==> config.mk <==
export PLATFORM = sky130hd
export DESIGN_NAME = ofs_plat_axi_mem_read_page_splitter
export DESIGN_NICKNAME = d
export VERILOG_FILES = /design/src/rtl/ofs_plat_axi_split_pkg.sv /design/src/rtl/ofs_plat_axi_split_len_calc.sv /design/src/rtl/ofs_plat_axi_mem_read_page_splitter.sv
export SDC_FILE = /design/constraint.sdc
export NUM_CORES = 1
export LEC_CHECK = 0
export BUFFER_PORTS_ARGS = -buffer_cell sky130_fd_sc_hd__clkbuf_2
export CORE_AREA = 8 8 481 483
export DETAILED_ROUTE_END_ITERATION = 16
export DIE_AREA = 0 0 489 491
export GPL_TIMING_DRIVEN = 0
export PLACE_DENSITY = 0.3
export SLEW_MARGIN = 10
export SYNTH_ARGS = -nofsm -noshare
export SYNTH_HDL_FRONTEND = slang
export SYNTH_SLANG_ARGS = --single-unit
==> constraint.sdc <==
create_clock -name clk -period 5.1 [get_ports clk]
set_clock_uncertainty 0.1 [all_clocks]
set_input_delay 1.02 -clock clk [delete_from_list [all_inputs] [get_ports clk]]
set_output_delay 1.02 -clock clk [all_outputs]
set_load 0.005 [all_outputs]
==> src/rtl/ofs_plat_axi_split_pkg.sv <==
// Shared types and helpers for the AXI page splitters (read side today, write side later).
// The localparams describe the default platform configuration used by the splitter tops.
package ofs_plat_axi_split_pkg;

    localparam int DATA_BYTES    = 512 / 8;
    localparam int PAGE_IDX_BITS = $clog2(4096);
    localparam int OUT_LEN_WIDTH = $clog2(16);

    // Wide enough for any beat count derived from an 8..31 bit AXI len.
    typedef logic [31:0] t_beats;

    typedef enum logic [0:0] {
        IDLE  = 1'b0,
        SPLIT = 1'b1
    } t_split_state;

    function automatic t_beats min3(input t_beats a, input t_beats b, input t_beats c);
        t_beats m;
        m = (a < b) ? a : b;
        return (m < c) ? m : c;
    endfunction

endpackage

==> src/rtl/ofs_plat_axi_split_len_calc.sv <==
// Size of the next sub-burst: limited by the beats left in the request, the beats left
// before the next page boundary and the maximum emitted burst size.
module ofs_plat_axi_split_len_calc
    import ofs_plat_axi_split_pkg::*;
#(
    parameter int ADDR_WIDTH    = 64,
    parameter int BEAT_BYTES    = 64,
    parameter int PAGE_BYTES    = 4096,
    parameter int MAX_OUT_BEATS = 16,
    parameter int CNT_WIDTH     = 9
)(
    input  logic [ADDR_WIDTH-1:0] addr,
    input  logic [CNT_WIDTH-1:0]  remaining,
    output logic [CNT_WIDTH-1:0]  sub,
    output logic                  is_final
);

    localparam int     BEAT_BITS  = $clog2(BEAT_BYTES);
    localparam int     PAGE_BITS  = $clog2(PAGE_BYTES);
    localparam t_beats PAGE_BEATS = t_beats'(PAGE_BYTES / BEAT_BYTES);
    localparam t_beats MAX_BEATS  = t_beats'(MAX_OUT_BEATS);

    logic [PAGE_BITS-BEAT_BITS-1:0] page_beat_idx;
    t_beats                         page_beats_left;
    t_beats                         sub_wide;
    logic                           unused_bits;

    // Beat index within the page; the byte offset below a beat is always zero.
    assign page_beat_idx   = addr[PAGE_BITS-1:BEAT_BITS];
    assign page_beats_left = PAGE_BEATS - t_beats'(page_beat_idx);
    assign sub_wide        = min3(t_beats'(remaining), page_beats_left, MAX_BEATS);

    assign sub      = sub_wide[CNT_WIDTH-1:0];
    assign is_final = (sub == remaining);

    assign unused_bits = ^{addr[ADDR_WIDTH-1:PAGE_BITS], addr[BEAT_BITS-1:0],
                           sub_wide[$bits(t_beats)-1:CNT_WIDTH]};

endmodule

==> src/rtl/ofs_plat_axi_mem_read_page_splitter.sv <==
// Splits AXI read bursts into sub-bursts that never cross a page and never exceed
// MAX_OUT_BEATS; an extra user bit marks the final sub-burst so RLAST can be rebuilt.
module ofs_plat_axi_mem_read_page_splitter
    import ofs_plat_axi_split_pkg::*;
#(
    parameter int ADDR_WIDTH    = 64,
    parameter int DATA_WIDTH    = DATA_BYTES * 8,
    parameter int ID_WIDTH      = 9,
    parameter int USER_WIDTH    = 4,
    parameter int LEN_WIDTH     = 8,
    parameter int MAX_OUT_BEATS = 1 << OUT_LEN_WIDTH,
    parameter int PAGE_BYTES    = 1 << PAGE_IDX_BITS
)(
    input  logic                               clk,
    input  logic                               reset_n,

    input  logic                               s_ar_valid,
    output logic                               s_ar_ready,
    input  logic [ADDR_WIDTH-1:0]              s_ar_addr,
    input  logic [LEN_WIDTH-1:0]               s_ar_len,
    input  logic [ID_WIDTH-1:0]                s_ar_id,
    input  logic [USER_WIDTH-1:0]              s_ar_user,

    output logic                               m_ar_valid,
    input  logic                               m_ar_ready,
    output logic [ADDR_WIDTH-1:0]              m_ar_addr,
    output logic [$clog2(MAX_OUT_BEATS)-1:0]   m_ar_len,
    output logic [ID_WIDTH-1:0]                m_ar_id,
    output logic [USER_WIDTH:0]                m_ar_user,

    input  logic                               m_r_valid,
    output logic                               m_r_ready,
    input  logic [DATA_WIDTH-1:0]              m_r_data,
    input  logic [1:0]                         m_r_resp,
    input  logic [ID_WIDTH-1:0]                m_r_id,
    input  logic [USER_WIDTH:0]                m_r_user,
    input  logic                               m_r_last,

    output logic                               s_r_valid,
    input  logic                               s_r_ready,
    output logic [DATA_WIDTH-1:0]              s_r_data,
    output logic [1:0]                         s_r_resp,
    output logic [ID_WIDTH-1:0]                s_r_id,
    output logic [USER_WIDTH-1:0]              s_r_user,
    output logic                               s_r_last,

    output t_split_state                       split_state
);

    localparam int BEAT_BYTES = DATA_WIDTH / 8;
    localparam int BEAT_BITS  = $clog2(BEAT_BYTES);
    localparam int LEN_OUT_W  = $clog2(MAX_OUT_BEATS);
    localparam int CNT_WIDTH  = LEN_WIDTH + 1;

    t_split_state           state_q;
    t_split_state           state_d;
    logic                   ready_en_q;
    logic [ADDR_WIDTH-1:0]  addr_q;
    logic [CNT_WIDTH-1:0]   remain_q;
    logic [ID_WIDTH-1:0]    id_q;
    logic [USER_WIDTH-1:0]  user_q;

    logic [CNT_WIDTH-1:0]   sub;
    logic [CNT_WIDTH-1:0]   sub_m1;
    logic                   is_final;
    logic                   ar_accept;
    logic                   m_ar_fire;
    logic                   unused_len_bits;

    ofs_plat_axi_split_len_calc #(
        .ADDR_WIDTH    (ADDR_WIDTH),
        .BEAT_BYTES    (BEAT_BYTES),
        .PAGE_BYTES    (PAGE_BYTES),
        .MAX_OUT_BEATS (MAX_OUT_BEATS),
        .CNT_WIDTH     (CNT_WIDTH)
    ) len_calc (
        .addr      (addr_q),
        .remaining (remain_q),
        .sub       (sub),
        .is_final  (is_final)
    );

    // Handshakes: a transfer happens on a clock edge where valid & ready are both high.
    // valid never depends on ready; payload is held while valid is high and ready is low.
    assign ar_accept = s_ar_valid & s_ar_ready;
    assign m_ar_fire = m_ar_valid & m_ar_ready;

    always_comb begin
        state_d    = state_q;
        s_ar_ready = 1'b0;
        m_ar_valid = 1'b0;
        case (state_q)
            IDLE: begin
                s_ar_ready = ready_en_q;
                if (s_ar_valid && ready_en_q) begin
                    state_d = SPLIT;
                end
            end
            SPLIT: begin
                m_ar_valid = 1'b1;
                // Final sub-burst leaving: take the next request in the same cycle.
                if (m_ar_ready && is_final) begin
                    s_ar_ready = ready_en_q;
                    state_d    = (s_ar_valid && ready_en_q) ? SPLIT : IDLE;
                end
            end
            default: state_d = IDLE;
        endcase
    end

    always_ff @(posedge clk or negedge reset_n) begin
        if (!reset_n) begin
            state_q    <= IDLE;
            ready_en_q <= 1'b0;
            addr_q     <= '0;
            remain_q   <= '0;
            id_q       <= '0;
            user_q     <= '0;
        end else begin
            state_q    <= state_d;
            ready_en_q <= 1'b1;
            if (ar_accept) begin
                addr_q   <= s_ar_addr;
                remain_q <= {1'b0, s_ar_len} + CNT_WIDTH'(1);
                id_q     <= s_ar_id;
                user_q   <= s_ar_user;
            end else if (m_ar_fire) begin
                addr_q   <= addr_q + (ADDR_WIDTH'(sub) << BEAT_BITS);
                remain_q <= remain_q - sub;
            end
        end
    end

    assign sub_m1      = sub - CNT_WIDTH'(1);
    assign m_ar_addr   = addr_q;
    assign m_ar_len    = sub_m1[LEN_OUT_W-1:0];
    assign m_ar_id     = id_q;
    assign m_ar_user   = {is_final, user_q};
    assign split_state = state_q;

    assign unused_len_bits = ^sub_m1[CNT_WIDTH-1:LEN_OUT_W];

    // Response path carries no state, so any ID interleaving passes straight through.
    assign s_r_valid = m_r_valid;
    assign m_r_ready = s_r_ready;
    assign s_r_data  = m_r_data;
    assign s_r_resp  = m_r_resp;
    assign s_r_id    = m_r_id;
    assign s_r_user  = m_r_user[USER_WIDTH-1:0];
    assign s_r_last  = m_r_last & m_r_user[USER_WIDTH];

    unaligned_addr: assert property (@(posedge clk) disable iff (!reset_n)
        ar_accept |-> (s_ar_addr[BEAT_BITS-1:0] == '0));

endmodule
==> impl_metrics.py <==
metrics = {
    "synth": {
        "netlist_area_um2": 9840,
        "synth_edf_count": 0,
        "syn_inst": 1228,
        "synth_compound_area_frac": 0.102,
        "synth_ff_type": "dfrtp_1",
        "synth_seq_area_share": 0.224,
        "synth-seq-cells": 88,
        "synth_fa_ha_area_frac": 0.0371,
        "yosys_warnings": 0,
        "synth_xor_area_frac": 0.0552,
        "syn_avg_cell_area_um2": 8.01,
        "synthMuxAreaShare": 0.00738,
        "synth.lib_cells_used.distinct": 57,
        "synth_top_family_by_area": "buffers and inverters",
        "async_flop_share": 1.00,
        "synth-simple-area-share": 0.147,
    },
    "critical_path": {
        "cp_num_buf_inv": 4,
        "slowest_stage": "a2111oi_4",
        "crit_family": "compound AO/OA/AOI/OAI gates",
        "reg2reg_depth": 20,
        "r2r_start": "m_ar_addr[6]",
        "worstSetupPathType": "register to output pin",
        "reg2reg_slack_ns": 0.30,
        "cp.required_ns": 3.98,
        "crit_cells": 15,
        "crit_path_end_kind": "output pin",
        "crit_top_cell": "ha_4",
        "cp-start-kind": "register",
        "cp_cell_sequence": "buf_8 > inv_6 > ha_4 > nor4b_4 > nand2_2 > ha_4 > a2111oi_4 > o21ai_4 > buf_6 > mux2_4 > ha_4 > nand4_1 > o41a_1 > nor2b_1 > buf_2",
        "critPathMaxFanout": 6,
        "arrival_ns": 3.94,
        "cpPeakStageDelay_ns": 0.44,
        "reg2reg_to": "m_ar_addr[30]",
    },
    "power": {
        "p_leak_nw": 8.37,
        "irDropWorstVdd_uv": 164,
        "cellPowerDensity_nw_per_um2": 329,
    },
    "timing": {
        "finalMaxSlewViolations": 0,
        "fin_crit_ns": 5.06,
        "hold_violations": 0,
        "slew_headroom": 0.202,
        "tightest_slew_ns": 1.19,
        "min_period_over_period": 0.993,
        "finalSetupViolCount": 0,
        "hold-worst-slack_ns": 0.382,
        "max_freq_mhz": 197,
        "rsz0062_at_grt": "true",
    },
    "drt": {
        "avgRoutedWirePerCell_um": 25.4,
        "routed_wl_mm": 127,
        "drtIter0Drc": 401,
        "drc": 0,
        "num_vias": 11500,
        "drt_pass1_iterations": 5,
        "ant_nets": 0,
        "via_per_inst": 2.31,
    },
    "flow_run": {
        "drv_cap": 0,
    },
    "floorplanning": {
        "pin_count": 1235,
        "core_um2": 224000,
        "die_area_um2": 240000,
        "rows": 174,
        "die-height_um": 491,
        "initial_core_util": 0.0440,
        "die_w_um": 489,
    },
    "clock_network": {
        "tritoncts": "done",
        "cts_max_level": 3,
        "clk_latency_ns": 0.42,
        "clock_sinks": 88,
        "holdBufCountCts": 0,
        "clk_pin_slew_ns": 0.09,
        "cts_buffers": 9,
        "cts_max_path_buffers": 2,
        "cts-root-buf": "clkbuf_16",
    },
    "grt": {
        "grt_max_degree": 57,
        "antenna_found_initial": 92,
        "gr-total-overflow": 0,
        "first_global_vias": 12200,
        "grtUsageTotal": 0.0992,
        "grt_pass1_wl_mm": 150,
    },
    "placement": {
        "portBuffers": 705,
        "place_hpwl_mm": 119,
        "place_congestion": 0.870,
    },
    "layout": {
        "drive_gt1_frac": 0.683,
        "multi_input_area_um2": 3750,
        "n_fill_cell": 26200,
        "fin_nets": 2625,
        "area_growth_pct": 84.8,
        "layout_common_cells": "708 x clkbuf_2, 552 x buf_4, 141 x nand2_1",
        "final_util": 0.0813,
        "seq_area_um2": 2210,
        "final_common_cell": "clkbuf_2",
    },
    "min_path": {
        "hold_end": "user_q[2]",
        "min_from": "user_q[2]",
        "min_path_cells": 2,
        "hold_class": "register to register",
    },
    "run_status": {
        "status": "complete, no violations",
    },
}
[sequential cells by signal, indices dropped and copies added (netlist names)]
name,flops
remain_q,9
split_state,1
m_ar_id,9
user_q,4
ready_en_q,1
m_ar_addr,64
[metal layers]
metal | GRT usage | routed length, µm | part of all wire | up-vias
li1 | - | - | - | 5037
met1 | 0.0852 | 37800 | 0.30 | 5300
met2 | 0.176 | 62400 | 0.49 | 958
met3 | 0.0776 | 22800 | 0.18 | 184
met4 | 0.0296 | 3640 | 0.029 | 54
met5 | 0 | 354 | 0.0028 | -
[what timing repair did]
action,4_1_cts,5_1_grt
resized for setup,56,27
endpoints found under the hold margin,0,0
endpoints found under the setup margin,91,77
gates cloned,1,0
setup buffers,14,11
pin swaps,10,14
[tightest hold or removal path, delay by kind of cell (launching register included)]
kind | cells | cell delay (ns)
AND/OR/NAND/NOR | 2 | 0.11
flip-flops | 1 | 0.35
[report_power, final]
part | internal, mW | total, mW | switching, mW
Sequential | 1.02 | 1.50 | 0.487
Clock | 0.461 | 0.857 | 0.396
Combinational | 1.66 | 3.62 | 1.96
Total | 3.13 | 5.98 | 2.85
[worst max-delay path by stage]
stage / slack, ns / end / startpoint
after global routing: -0.19 / s_ar_ready / m_ar_addr[6]
after CTS: -0.05 / s_ar_ready / m_ar_addr[6]
after detailed placement: -2.06 / m_ar_addr[28] / m_ar_addr[6]
final: 0.04 / s_ar_ready / m_ar_addr[6]
after global placement: -2.74 / m_ar_addr[28] / m_ar_addr[6]
after floorplan: 0.37 / m_ar_addr[20] / m_ar_addr[6]
[stage by stage]
stage	instance area (µm²)	total power [mW]	cells	setup slack [ns]	setup TNS (ns)
floorplan	9860	2.99	1234	0.366	0
global placement	17100	4.68	4931	-2.74	-174.66
detailed placement	17200	4.71	4934	-2.06	-125.26
CTS	17900	5.96	4964	-0.0530	-0.0530
global route	18200	6.47	4985	-0.192	-0.300
finish	18200	5.98	4990	0.0357	0
[cell families (layout without fill, tap and decap cells)]
logic type,Yosys count,count (layout)
multiplexers,7,7
XOR/XNOR,62,62
buffers and inverters,588,1335
other,2,24
AND/OR/NAND/NOR,294,294
AO/OA/AOI/OAI,159,160
adder cells (fa/ha/maj),28,28
flip-flops,88,88
[Yosys cell counts (3+ instances only)]
master | n | share of area
or3_1 | 6 | 0.0038
o21ai_1 | 8 | 0.0041
o2111ai_1 | 8 | 0.0071
a31o_2 | 5 | 0.0045
dfrtp_1 | 88 | 0.22
inv_1 | 23 | 0.0088
nor2_1 | 45 | 0.017
o21a_1 | 5 | 0.0038
xnor2_1 | 46 | 0.041
nand4_1 | 13 | 0.0083
buf_4 | 531 | 0.41
nor4_1 | 14 | 0.0089
a21oi_1 | 26 | 0.013
o211ai_1 | 3 | 0.0023
o21ai_2 | 4 | 0.0036
clkbuf_1 | 28 | 0.011
a22oi_1 | 3 | 0.0023
a211oi_1 | 11 | 0.0084
xor2_1 | 16 | 0.014
a21o_1 | 4 | 0.0031
ha_1 | 26 | 0.033
nor3_1 | 8 | 0.0041
buf_2 | 4 | 0.0020
a31oi_1 | 18 | 0.011
nand3_1 | 20 | 0.010
mux2i_1 | 5 | 0.0051
o31ai_1 | 5 | 0.0038
nand2b_1 | 5 | 0.0032
nor2b_1 | 6 | 0.0038
and2_1 | 4 | 0.0025
nand2_1 | 142 | 0.054
and3_1 | 12 | 0.0076
o21ai_0 | 50 | 0.025
[final cells by class]
type,count,area share
buffer,563,0.230
sequential,88,0.121
clock inverter,5,0.00475
antenna,16,0.00220
timing repair buffer,733,0.211
clock buffer,11,0.0139
multi-input combinational,559,0.206
tap,2992,0.206
inverter,23,0.00503
No activity file was read; power rests on OpenSTA's default activity.
